$ cat src/rtl/peridot_infoblock_pkg.sv
// Shared constants, state encoding and byte helpers for the PERIDOT board info-block image.
// The image starts with a 10-byte header and is followed by the UID in ASCII hex.
package peridot_infoblock_pkg;

   localparam int unsigned HDR_LEN  = 10;
   localparam int unsigned UID_BASE = 10;

   localparam logic [7:0] HDR_J = 8'h4a;
   localparam logic [7:0] HDR_7 = 8'h37;
   localparam logic [7:0] HDR_W = 8'h57;
   localparam logic [7:0] HDR_2 = 8'h32;
   localparam logic [7:0] HDR_9 = 8'h39;
   localparam logic [7:0] HDR_3 = 8'h33;

   typedef logic [2:0] state_t;

   localparam state_t S_WAIT  = 3'd0;
   localparam state_t S_REQ   = 3'd1;
   localparam state_t S_LATCH = 3'd2;
   localparam state_t S_SUM   = 3'd3;
   localparam state_t S_READY = 3'd4;

   // Upper-case hex digit: 0-9 -> 30-39, A-F -> 41-46.
   function automatic logic [7:0] hex2ascii(input logic [3:0] nib);
      logic [7:0] c;
      if (nib < 4'd10) begin
         c = 8'h30 + {4'h0, nib};
      end else begin
         c = 8'h37 + {4'h0, nib};
      end
      return c;
   endfunction

   // Header layout "J7W" + version + "J72" + gencode + "93".
   function automatic logic [7:0] header_byte(
      input logic [3:0] idx,
      input logic [7:0] version,
      input logic [7:0] gencode
   );
      logic [7:0] b;
      case (idx)
         4'd0, 4'd4: b = HDR_J;
         4'd1, 4'd5: b = HDR_7;
         4'd2:       b = HDR_W;
         4'd3:       b = version;
         4'd6:       b = HDR_2;
         4'd7:       b = gencode;
         4'd8:       b = HDR_9;
         4'd9:       b = HDR_3;
         default:    b = 8'hff;
      endcase
      return b;
   endfunction

endpackage

$ cat src/rtl/peridot_infoblock_bytemux.sv
// Combinational image byte lookup: address + latched UID + checksum -> image byte.
// Addresses past the checksum byte read as 8'hff.
module peridot_infoblock_bytemux
   import peridot_infoblock_pkg::*;
#(
   parameter int unsigned AW              = 5,
   parameter int unsigned UID_NIBBLES     = 16,
   parameter logic [7:0]  BOARD_VERSION   = 8'h03,
   parameter logic [7:0]  PERIDOT_GENCODE = 8'h4e,
   parameter bit          CHECKSUM_ENABLE = 1'b1
) (
   input  logic [AW-1:0] addr_i,
   input  logic [63:0]   uid_i,
   input  logic [7:0]    checksum_i,
   output logic [7:0]    byte_o
);

   logic [7:0]  uid_ascii [16];
   int unsigned addr_int;

   for (genvar gi = 0; gi < 16; gi++) begin : g_nib
      assign uid_ascii[gi] = hex2ascii(uid_i[4*gi +: 4]);
   end

   assign addr_int = 32'(addr_i);

   // The most significant UID nibble lands at the lowest UID address.
   always_comb begin
      byte_o = 8'hff;
      if (addr_int < HDR_LEN) begin
         byte_o = header_byte(addr_int[3:0], BOARD_VERSION, PERIDOT_GENCODE);
      end else if (addr_int < UID_BASE + UID_NIBBLES) begin
         byte_o = uid_ascii[4'(UID_NIBBLES - 1 - (addr_int - UID_BASE))];
      end else if (addr_int == UID_BASE + UID_NIBBLES) begin
         byte_o = CHECKSUM_ENABLE ? checksum_i : 8'hff;
      end
   end

endmodule

$ cat src/rtl/peridot_board_infoblock.sv
// Board serial-ROM image generator: fetches the chip UID, sums the image into a
// checksum byte, then serves the image through a registered 1-cycle read port.
module peridot_board_infoblock
   import peridot_infoblock_pkg::*;
#(
   parameter logic [7:0]  PERIDOT_GENCODE = 8'h4e,
   parameter logic [7:0]  BOARD_VERSION   = 8'h03,
   parameter int unsigned UID_NIBBLES     = 16,
   parameter logic [63:0] UID_VALUE       = 64'hffff_ffff_ffff_ffff,
   parameter bit          UID_ENABLE      = 1'b1,
   parameter int unsigned UID_WAIT_CYCLES = 16,
   parameter int unsigned UID_TIMEOUT     = 255,
   parameter bit          CHECKSUM_ENABLE = 1'b1,
   parameter int unsigned ROM_DEPTH       = 32
) (
   input  logic                         clk,
   input  logic                         reset,
   output logic                         ready,
   output logic                         uid_req,
   input  logic                         uid_valid_in,
   input  logic [63:0]                  uid_data_in,
   output logic [63:0]                  uid,
   output logic                         uid_fault,
   input  logic                         rd_req,
   input  logic [$clog2(ROM_DEPTH)-1:0] rd_addr,
   output logic                         rd_ack,
   output logic [7:0]                   rd_data
);

   localparam int unsigned AW = $clog2(ROM_DEPTH);
   localparam logic [63:0] UID_MASK = (UID_NIBBLES >= 16) ? {64{1'b1}}
                                    : ((64'd1 << (4 * UID_NIBBLES)) - 64'd1);
   localparam logic [7:0]    WAIT_LAST = 8'(UID_WAIT_CYCLES - 1);
   localparam logic [15:0]   TMO_LAST  = 16'(UID_TIMEOUT - 1);
   localparam logic [AW-1:0] WALK_LAST = AW'(HDR_LEN + UID_NIBBLES - 1);

   state_t        state_q, state_d;
   logic [7:0]    wait_q, wait_d;
   logic [15:0]   tmo_q, tmo_d;
   logic [AW-1:0] walk_q, walk_d;
   logic [7:0]    sum_q, sum_d;
   logic [7:0]    checksum_q, checksum_d;
   logic [63:0]   uid_q, uid_d;
   logic          fault_q, fault_d;
   logic          rd_ack_q;
   logic [7:0]    rd_data_q;
   logic [7:0]    walk_byte;
   logic [7:0]    rd_byte;

   // The walker never reaches the checksum address, so it sees a zero checksum.
   peridot_infoblock_bytemux #(
      .AW              (AW),
      .UID_NIBBLES     (UID_NIBBLES),
      .BOARD_VERSION   (BOARD_VERSION),
      .PERIDOT_GENCODE (PERIDOT_GENCODE),
      .CHECKSUM_ENABLE (CHECKSUM_ENABLE)
   ) u_walk_mux (
      .addr_i     (walk_q),
      .uid_i      (uid_q),
      .checksum_i (8'h00),
      .byte_o     (walk_byte)
   );

   peridot_infoblock_bytemux #(
      .AW              (AW),
      .UID_NIBBLES     (UID_NIBBLES),
      .BOARD_VERSION   (BOARD_VERSION),
      .PERIDOT_GENCODE (PERIDOT_GENCODE),
      .CHECKSUM_ENABLE (CHECKSUM_ENABLE)
   ) u_rd_mux (
      .addr_i     (rd_addr),
      .uid_i      (uid_q),
      .checksum_i (checksum_q),
      .byte_o     (rd_byte)
   );

   always_comb begin
      state_d    = state_q;
      wait_d     = wait_q;
      tmo_d      = tmo_q;
      walk_d     = walk_q;
      sum_d      = sum_q;
      checksum_d = checksum_q;
      uid_d      = uid_q;
      fault_d    = fault_q;
      case (state_q)
         S_WAIT: begin
            if (wait_q == WAIT_LAST) begin
               state_d = UID_ENABLE ? S_REQ : S_LATCH;
               tmo_d   = '0;
            end else begin
               wait_d = wait_q + 8'd1;
            end
         end
         S_REQ: begin
            // A valid on the final timeout cycle still wins over the fallback.
            if (uid_valid_in) begin
               uid_d   = uid_data_in & UID_MASK;
               fault_d = 1'b0;
               state_d = S_SUM;
            end else if (tmo_q == TMO_LAST) begin
               uid_d   = UID_VALUE & UID_MASK;
               fault_d = 1'b1;
               state_d = S_SUM;
            end else begin
               tmo_d = tmo_q + 16'd1;
            end
         end
         S_LATCH: begin
            uid_d   = UID_VALUE & UID_MASK;
            fault_d = 1'b0;
            state_d = S_SUM;
         end
         S_SUM: begin
            sum_d = sum_q + walk_byte;
            if (walk_q == WALK_LAST) begin
               checksum_d = 8'd0 - sum_d;
               state_d    = S_READY;
            end else begin
               walk_d = walk_q + 1'b1;
            end
         end
         S_READY: begin
            state_d = S_READY;
         end
         default: begin
            state_d = S_WAIT;
         end
      endcase
   end

   always_ff @(posedge clk) begin
      if (reset) begin
         state_q    <= S_WAIT;
         wait_q     <= '0;
         tmo_q      <= '0;
         walk_q     <= '0;
         sum_q      <= '0;
         checksum_q <= '0;
         uid_q      <= '0;
         fault_q    <= 1'b0;
      end else begin
         state_q    <= state_d;
         wait_q     <= wait_d;
         tmo_q      <= tmo_d;
         walk_q     <= walk_d;
         sum_q      <= sum_d;
         checksum_q <= checksum_d;
         uid_q      <= uid_d;
         fault_q    <= fault_d;
      end
   end

   // Every request is acked; the data is 8'hff until the image is complete.
   always_ff @(posedge clk) begin
      if (reset) begin
         rd_ack_q  <= 1'b0;
         rd_data_q <= 8'hff;
      end else begin
         rd_ack_q <= rd_req;
         if (rd_req) begin
            rd_data_q <= (state_q == S_READY) ? rd_byte : 8'hff;
         end
      end
   end

   assign ready     = (state_q == S_READY);
   assign uid_req   = (state_q == S_REQ);
   assign uid       = uid_q;
   assign uid_fault = fault_q;
   assign rd_ack    = rd_ack_q;
   assign rd_data   = rd_data_q;

endmodule

$ cat config.mk
export PLATFORM = sky130hd
export DESIGN_NAME = peridot_board_infoblock
export DESIGN_NICKNAME = d
export VERILOG_FILES = /design/src/rtl/peridot_infoblock_pkg.sv /design/src/rtl/peridot_infoblock_bytemux.sv /design/src/rtl/peridot_board_infoblock.sv
export SDC_FILE = /design/constraint.sdc
export NUM_CORES = 1
export LEC_CHECK = 0
export CAP_MARGIN = 0
export CORE_ASPECT_RATIO = 2
export CORE_MARGIN = 2
export CORE_UTILIZATION = 56
export CTS_BUF_LIST = sky130_fd_sc_hd__clkbuf_4 sky130_fd_sc_hd__clkbuf_8
export DETAILED_ROUTE_END_ITERATION = 8
export GPL_TIMING_DRIVEN = 0
export PLACE_DENSITY = 0.83
export SYNTH_ARGS = -nofsm -noshare
export SYNTH_HDL_FRONTEND = slang
export SYNTH_SLANG_ARGS = --single-unit
export TNS_END_PERCENT = 10
$ cat constraint.sdc
create_clock -name clk -period 6.15 [get_ports clk]
set_clock_uncertainty 0.15 [all_clocks]
set_input_delay 1.23 -clock clk [delete_from_list [all_inputs] [get_ports clk]]
set_output_delay 1.23 -clock clk [all_outputs]
set_load 0.02 [all_outputs]
==> results of run 1 <==
-- cell usage in the layout, fill, tap and decap left out, types with 14 or more instances in the layout --
master	count
nor2b_1	20
nor3_1	14
inv_1	49
mux4_2	37
o221a_2	15
clkdlybuf4s50_1	147
and4b_1	16
dfxtp_1	130
ha_1	44
nand2_1	71
o21ai_0	32
nor3b_1	17
o221a_1	50
clkbuf_1	33
nor2_1	79
xor2_1	18
a21oi_1	82
clkbuf_8	19
buf_2	17
xnor2_1	31
-- sequential cells by signal, summed over array words and instances (netlist names), named ones only --
signal and count:
checksum_q 8, rd_ack 1, rd_data 8, state_q 3
sum_q 8, tmo_q 16, uid 64, uid_fault 1
wait_q 8, walk_q 5
-- metrics by stage --
stage	cells	cell area [µm²]	total power [µW]	worst slack, ps	hold slack [ps]
floorplan	982	8991	923.5	1536	278.7
global placement	1330	10710	995.1	452.6	292.2
detailed placement	1330	10710	996.0	469.4	299.9
CTS	1361	11120	1757	439.2	310.4
global route	1361	11120	1797	66.12	332.5
finish	1361	11120	1755	223.8	310.3
-- worst max path at each step --
stage | slack, ps | cells past startpoint | end | from
global route | 70 | 17 | checksum_q[7]$_SDFFE_PP0P_ | walk_q[1]$_SDFFE_PP0P_
global placement | 450 | 17 | checksum_q[7]$_SDFFE_PP0P_ | walk_q[1]$_SDFFE_PP0P_
detailed placement | 470 | 17 | checksum_q[7]$_SDFFE_PP0P_ | walk_q[1]$_SDFFE_PP0P_
CTS | 440 | 17 | checksum_q[7]$_SDFFE_PP0P_ | walk_q[1]$_SDFFE_PP0P_
floorplan | 1540 | 15 | checksum_q[7]$_SDFFE_PP0P_ | walk_q[1]$_SDFFE_PP0P_
finish | 220 | 17 | checksum_q[7]$_SDFFE_PP0P_ | walk_q[1]$_SDFFE_PP0P_
-- cells by family (layout without fill, tap and decap cells) --
group / after synthesis / after routing
AOI/OAI and AO/OA: 298 / 298
xor gates and xnor gates: 50 / 50
adders and majority gates: 45 / 45
buffers and inverters: 119 / 297
DFF: 130 / 130
muxes: 54 / 54
and+or+nand+nor: 286 / 286
-- worst max-delay path: stages, from the launching register on --
cell and delay [ps]:
dfxtp_1 450, inv_2 310, buf_1 670, ha_1 350, buf_2 170, inv_2 220, mux4_2 560, a22o_1 260
a221oi_1 540, a21oi_1 140, o21a_1 220, ha_1 340, a21o_1 220, a21oi_1 190, a21oi_1 110, or2_2 350
o311a_1 340, o31ai_1 210
-- layer usage --
metal,wire (µm),GRT usage (%),up-vias
met5,0,0,-
met4,2849,29.51,0
met3,1595,4.889,130
met2,16620,67.91,434
met1,10790,37.57,4352
li1,-,-,4077
-- layout make-up --
class,instances,area (µm²)
clock buffer,21,276.5
timing repair buffer,147,1471
sequential,130,2603
buffer,65,316.6
multi-input combinational,733,5869
inverter,54,202.7
fill,1266,4653
clock inverter,10,133.9
tap,201,251.5
-- power groups by stage --
stage | clock network, µW | logic (µW) | registers [µW]
2_1_floorplan | 0 | 58.8 | 865
3_3_place_gp | 0 | 131 | 865
3_5_place_dp | 0 | 131 | 865
4_1_cts | 779 | 132 | 845
5_1_grt | 810 | 142 | 845
6_report | 776 | 134 | 845
==> metrics.txt, run 1 <==
status=complete, no violations; simple-gate share of the synthesized area=17.06%; Die Wd=93.60 µm; flop-to-flop setup slack=220 ps; vias per inst=6.608; total track usage=37.55%; Leakage=0.003893 µW; Worst Max-Slew Pin Slew=1031 ps; Setup crit end kind=flop; mapped cell area=8991 µm²; fin crit share=96.36%; hold violation total from the final report=0; multiplexer area fraction after synthesis=11.55%; Port Buf Inserts=147; final RePlAce weighted congestion=1.068; initial core utilization=56.99%; CTS Buffer Depth=2; Async S/R FF share, synth=0%; Synth area leader=dfxtp_1; worst rel slew slack=31.05%; TritonCTS Buffers=17; net switching power=417.5 µW; drt wl/cell=23.41 µm; Flop pwr share=48.2%; Reg clk slew, reported paths=70 ps; RR Startpoint=walk_q[1]$_SDFFE_PP0P_; RR Endpoint=checksum_q[7]$_SDFFE_PP0P_; largest net degree at the start of global routing=17; layout cell share with drive strength beyond 1=12.07%; fin crit period=5926 ps; Rows=65; worst path arrival time=6140 ps; Clk Latency, worst-skew pair=460 ps; total core area=15780 µm²; RSZ-0062 raised after global routing=no; Hold Buf Count CTS=0; grt ovf=0; Die Footprint=17150 µm²; max-slew violations=0; DR pass1 iterations=5; Adder-Cell Fraction of Synth Area=6.346%; CTS resizes=0; Sink Count=130; Logic pwr share=7.6%; Switching Fraction=23.80%; clk root buf=clkbuf_8; worst hold stages=2; count leader, synth=dfxtp_1; Syn Nets=1100; Die Y=183.2 µm; drt initial violations=630; CP Launch Type=flop; Yosys top cell area share=28.95%; register area share after synthesis=28.95%; Hold Path Class=reg -> reg; Yosys reg bits=130; aggregate routed wire length=31860 µm; Crit Path Class=reg -> reg; min-delay src=sum_q[0]$_SDFFE_PP0P_; DR DRC count=0; vias=8993; post-CTS setup buffers=0; Main synth FF type=dfxtp_1; Max Cap Viol=0; worst-case reg-to-reg path depth=17; Core Util, Final=70.51%; CTS HTree Levels=4; Cell Int Power=1337 µW; antenna cells=0; vias in the first global route=8807; Synth cell types=85; Worst IR Drop VDD=0.2586 mV; initial antenna violation count=0; nets@finish=1266; Clk network pwr share=44.2%; first-pass GRT wire length=48370 µm; Mapped Cells=982; XOR/XNOR Fraction of Synth Area=5.079%; synth cell count leaders=130 x dfxtp_1, 82 x a21oi_1, 79 x nor2_1; Critical Path RT=6370 ps; PD cells=157.7 nW/µm²; combinational family with the most area after synthesis=compound AO/OA/AOI/OAI gates; antenna-violating nets left=0; syn_area_per_cell=9.156 µm²; largest cells by area after synthesis=dfxtp_1 29%, mux4_2 9.3%, o221a_1 6.3%, ha_1 6.1%, a21oi_1 4.6%; achievable frequency=168.7 MHz; setup_tns=0 ps; Ys Warns=0; TritonCTS clock tree=done; EDFF count, synth=0; worst hold endpoint=sum_q[0]$_SDFFE_PP0P_; Compound-Gate Fraction of Synth Area=25.24%; Layout area overhead=23.73%; final setup fails=0; # IOs=149; post-DP HPWL=25260 µm; Max FO, Critical Path=12
No activity file was read; power rests on OpenSTA's default activity.
==> run 2, diff against run 1 <==
--- a/config.mk
+++ b/config.mk
@@ -6,13 +6,15 @@
 export NUM_CORES = 1
 export LEC_CHECK = 0
 export CAP_MARGIN = 0
+export CELL_PAD_IN_SITES_DETAIL_PLACEMENT = 0
+export CELL_PAD_IN_SITES_GLOBAL_PLACEMENT = 2
 export CORE_ASPECT_RATIO = 2
 export CORE_MARGIN = 2
-export CORE_UTILIZATION = 56
+export CORE_UTILIZATION = 31
 export CTS_BUF_LIST = sky130_fd_sc_hd__clkbuf_4 sky130_fd_sc_hd__clkbuf_8
 export DETAILED_ROUTE_END_ITERATION = 8
 export GPL_TIMING_DRIVEN = 0
-export PLACE_DENSITY = 0.83
+export PLACE_DENSITY_LB_ADDON = 0.1
 export SYNTH_ARGS = -nofsm -noshare
 export SYNTH_HDL_FRONTEND = slang
 export SYNTH_SLANG_ARGS = --single-unit
==> constraint.sdc (replaced) <==
create_clock -name clk -period 4.8 [get_ports clk]
set_clock_uncertainty 0.15 [all_clocks]
set_input_delay 0.96 -clock clk [delete_from_list [all_inputs] [get_ports clk]]
set_output_delay 0.96 -clock clk [all_outputs]
set_load 0.02 [all_outputs]
==> metrics.txt, run 2 (synthesized netlist as in run 1, its figures left out) <==
hold violation total from the final report=0; Sink Count=130; DR pass1 iterations=5; Flop pwr share=48.2%; total track usage=24.34%; Leakage=0.003918 µW; max FFs per register=64; placed cell count=1489; Max FO, Critical Path=12; fin crit share=96.26%; net switching power=607.5 µW; Clk network pwr share=44.1%; RR Startpoint=walk_q[1]$_SDFFE_PP0P_; worst-case reg-to-reg path depth=17; vias in the first global route=8893; grt ovf=0; Logic pwr share=7.7%; Cell Int Power=1639 µW; dpl ws=-1001 ps; Crit Path Class=reg -> reg; clk root buf=clkbuf_8; commonest non-fill, non-tap cell in the layout=clkdlybuf4s50_1; Setup crit end kind=flop; CTS HTree Levels=4; DR DRC count=0; final instance count without filler cells=1523; Hold Path Class=reg -> reg; most frequent cells in the layout=147 x clkdlybuf4s50_1, 129 x dfxtp_1, 81 x a21oi_1; PD cells=196.2 nW/µm²; layout cell share with drive strength beyond 1=13.33%; total core area=28740 µm²; Rows=88; vias=8465; fin crit period=4620 ps; Port Buf Inserts=147; initial antenna violation count=0; Die Y=244.8 µm; RR Endpoint=checksum_q[7]$_SDFFE_PP0P_; antenna cells=0; Reg clk slew, reported paths=80 ps; largest net degree at the start of global routing=17; CP Launch Type=flop; Switching Fraction=27.04%; final setup fails=0; worst path arrival time=4880 ps; Clk Latency, worst-skew pair=500 ps; nets@finish=1268; vias per inst=5.558; Die Wd=124.4 µm; Layout area overhead=27.34%; setup_tns=0 ps; drt wl/cell=24.12 µm; drt initial violations=411; TritonCTS Buffers=17; worst hold endpoint=checksum_q[4]$_SDFFE_PP0P_; TritonCTS clock tree=done; # IOs=149; worst rel slew slack=19.03%; Final WS setup=179.6 ps; status=complete, no violations; Max Cap Viol=0; Die Footprint=30460 µm²; Worst IR Drop VDD=0.1899 mV; flop-to-flop setup slack=180 ps; Hold Buf Count CTS=0; RSZ-0062 raised after global routing=no; first-pass GRT wire length=55750 µm; CTS Buffer Depth=2; Hold WS=310.8 ps; Worst Max-Slew Pin Slew=1210 ps; Core Util, Final=39.84%; antenna-violating nets left=0; max-slew violations=0; achievable frequency=216.4 MHz; worst hold stages=2; aggregate routed wire length=36730 µm; min-delay src=checksum_q[4]$_SDFFE_PP0P_; initial core utilization=31.29%; Critical Path RT=5060 ps; final RePlAce weighted congestion=0.9748; post-DP HPWL=30180 µm
run 2: worst max-delay path by stage:
| stage | startpoint | to | slack (ps) | cells after the start |
|---|---|---|---|---|
| final | walk_q[1]$_SDFFE_PP0P_ | checksum_q[7]$_SDFFE_PP0P_ | 180 | 17 |
| after global routing | walk_q[1]$_SDFFE_PP0P_ | checksum_q[7]$_SDFFE_PP0P_ | 1 | 18 |
| after CTS | walk_q[1]$_SDFFE_PP0P_ | checksum_q[7]$_SDFFE_PP0P_ | 20 | 17 |
| after detailed placement | walk_q[1]$_SDFFE_PP0P_ | checksum_q[7]$_SDFFE_PP0P_ | -1000 | 17 |
| after global placement | walk_q[1]$_SDFFE_PP0P_ | checksum_q[7]$_SDFFE_PP0P_ | -1040 | 17 |
| after floorplan | walk_q[1]$_SDFFE_PP0P_ | checksum_q[7]$_SDFFE_PP0P_ | 190 | 15 |
run 2: power groups by stage:
stage | Clock, µW | Sequential, µW | Combinational, µW
after floorplan | 0 | 1110 | 75.3
after CTS | 1030 | 1080 | 176
final | 992 | 1080 | 173
after global routing | 1070 | 1080 | 187
after global placement | 0 | 1110 | 175
after detailed placement | 0 | 1110 | 175
run 2: stage by stage:
| step | instance area, µm² | power (µW) |
|---|---|---|
| final | 11450 | 2247 |
| after global routing | 11450 | 2344 |
| after CTS | 11410 | 2289 |
| after detailed placement | 10910 | 1283 |
| after global placement | 10910 | 1283 |
| after floorplan | 8991 | 1183 |
run 2: timing repair:
action	CTS	global route
setup endpoints to repair	14	3
gates cloned	0	0
gates resized for setup	15	10
pin swaps	1	0
buffers inserted	2	0
run 2: final cells by class:
| type | instances | area (µm²) |
|---|---|---|
| plain buffers | 65 | 330.3 |
| clock buffers | 17 | 234.0 |
| clock inverters | 15 | 168.9 |
| fillers | 3004 | 17290 |
| inverters | 54 | 212.7 |
| multi-input cells | 733 | 5948 |
| flip-flops and latches | 130 | 2606 |
| well taps | 360 | 450.4 |
| repair buffers | 149 | 1499 |
run 2: worst max-delay path: stages (launching register included):
cell and delay (ps):
dfxtp_4 430, inv_6 90, buf_8 170, ha_1 290, buf_2 190, clkinv_4 130
mux4_2 550, a22o_1 290, a221oi_4 280, a21oi_1 120, o21a_1 240, ha_4 250
a21o_1 210, a21oi_2 150, a21oi_1 100, or2_2 350, o311a_1 340, o31ai_1 200
run 2: metal layers:
metal  track usage [%]  routed length [µm]  vias to the layer above
met1             21.91               12100                     4114
met4             13.88                2133                        0
met3             3.684                1015                       80
met5                 0                   0                        -
met2             49.92               21480                      191
li1                  -                   -                     4080
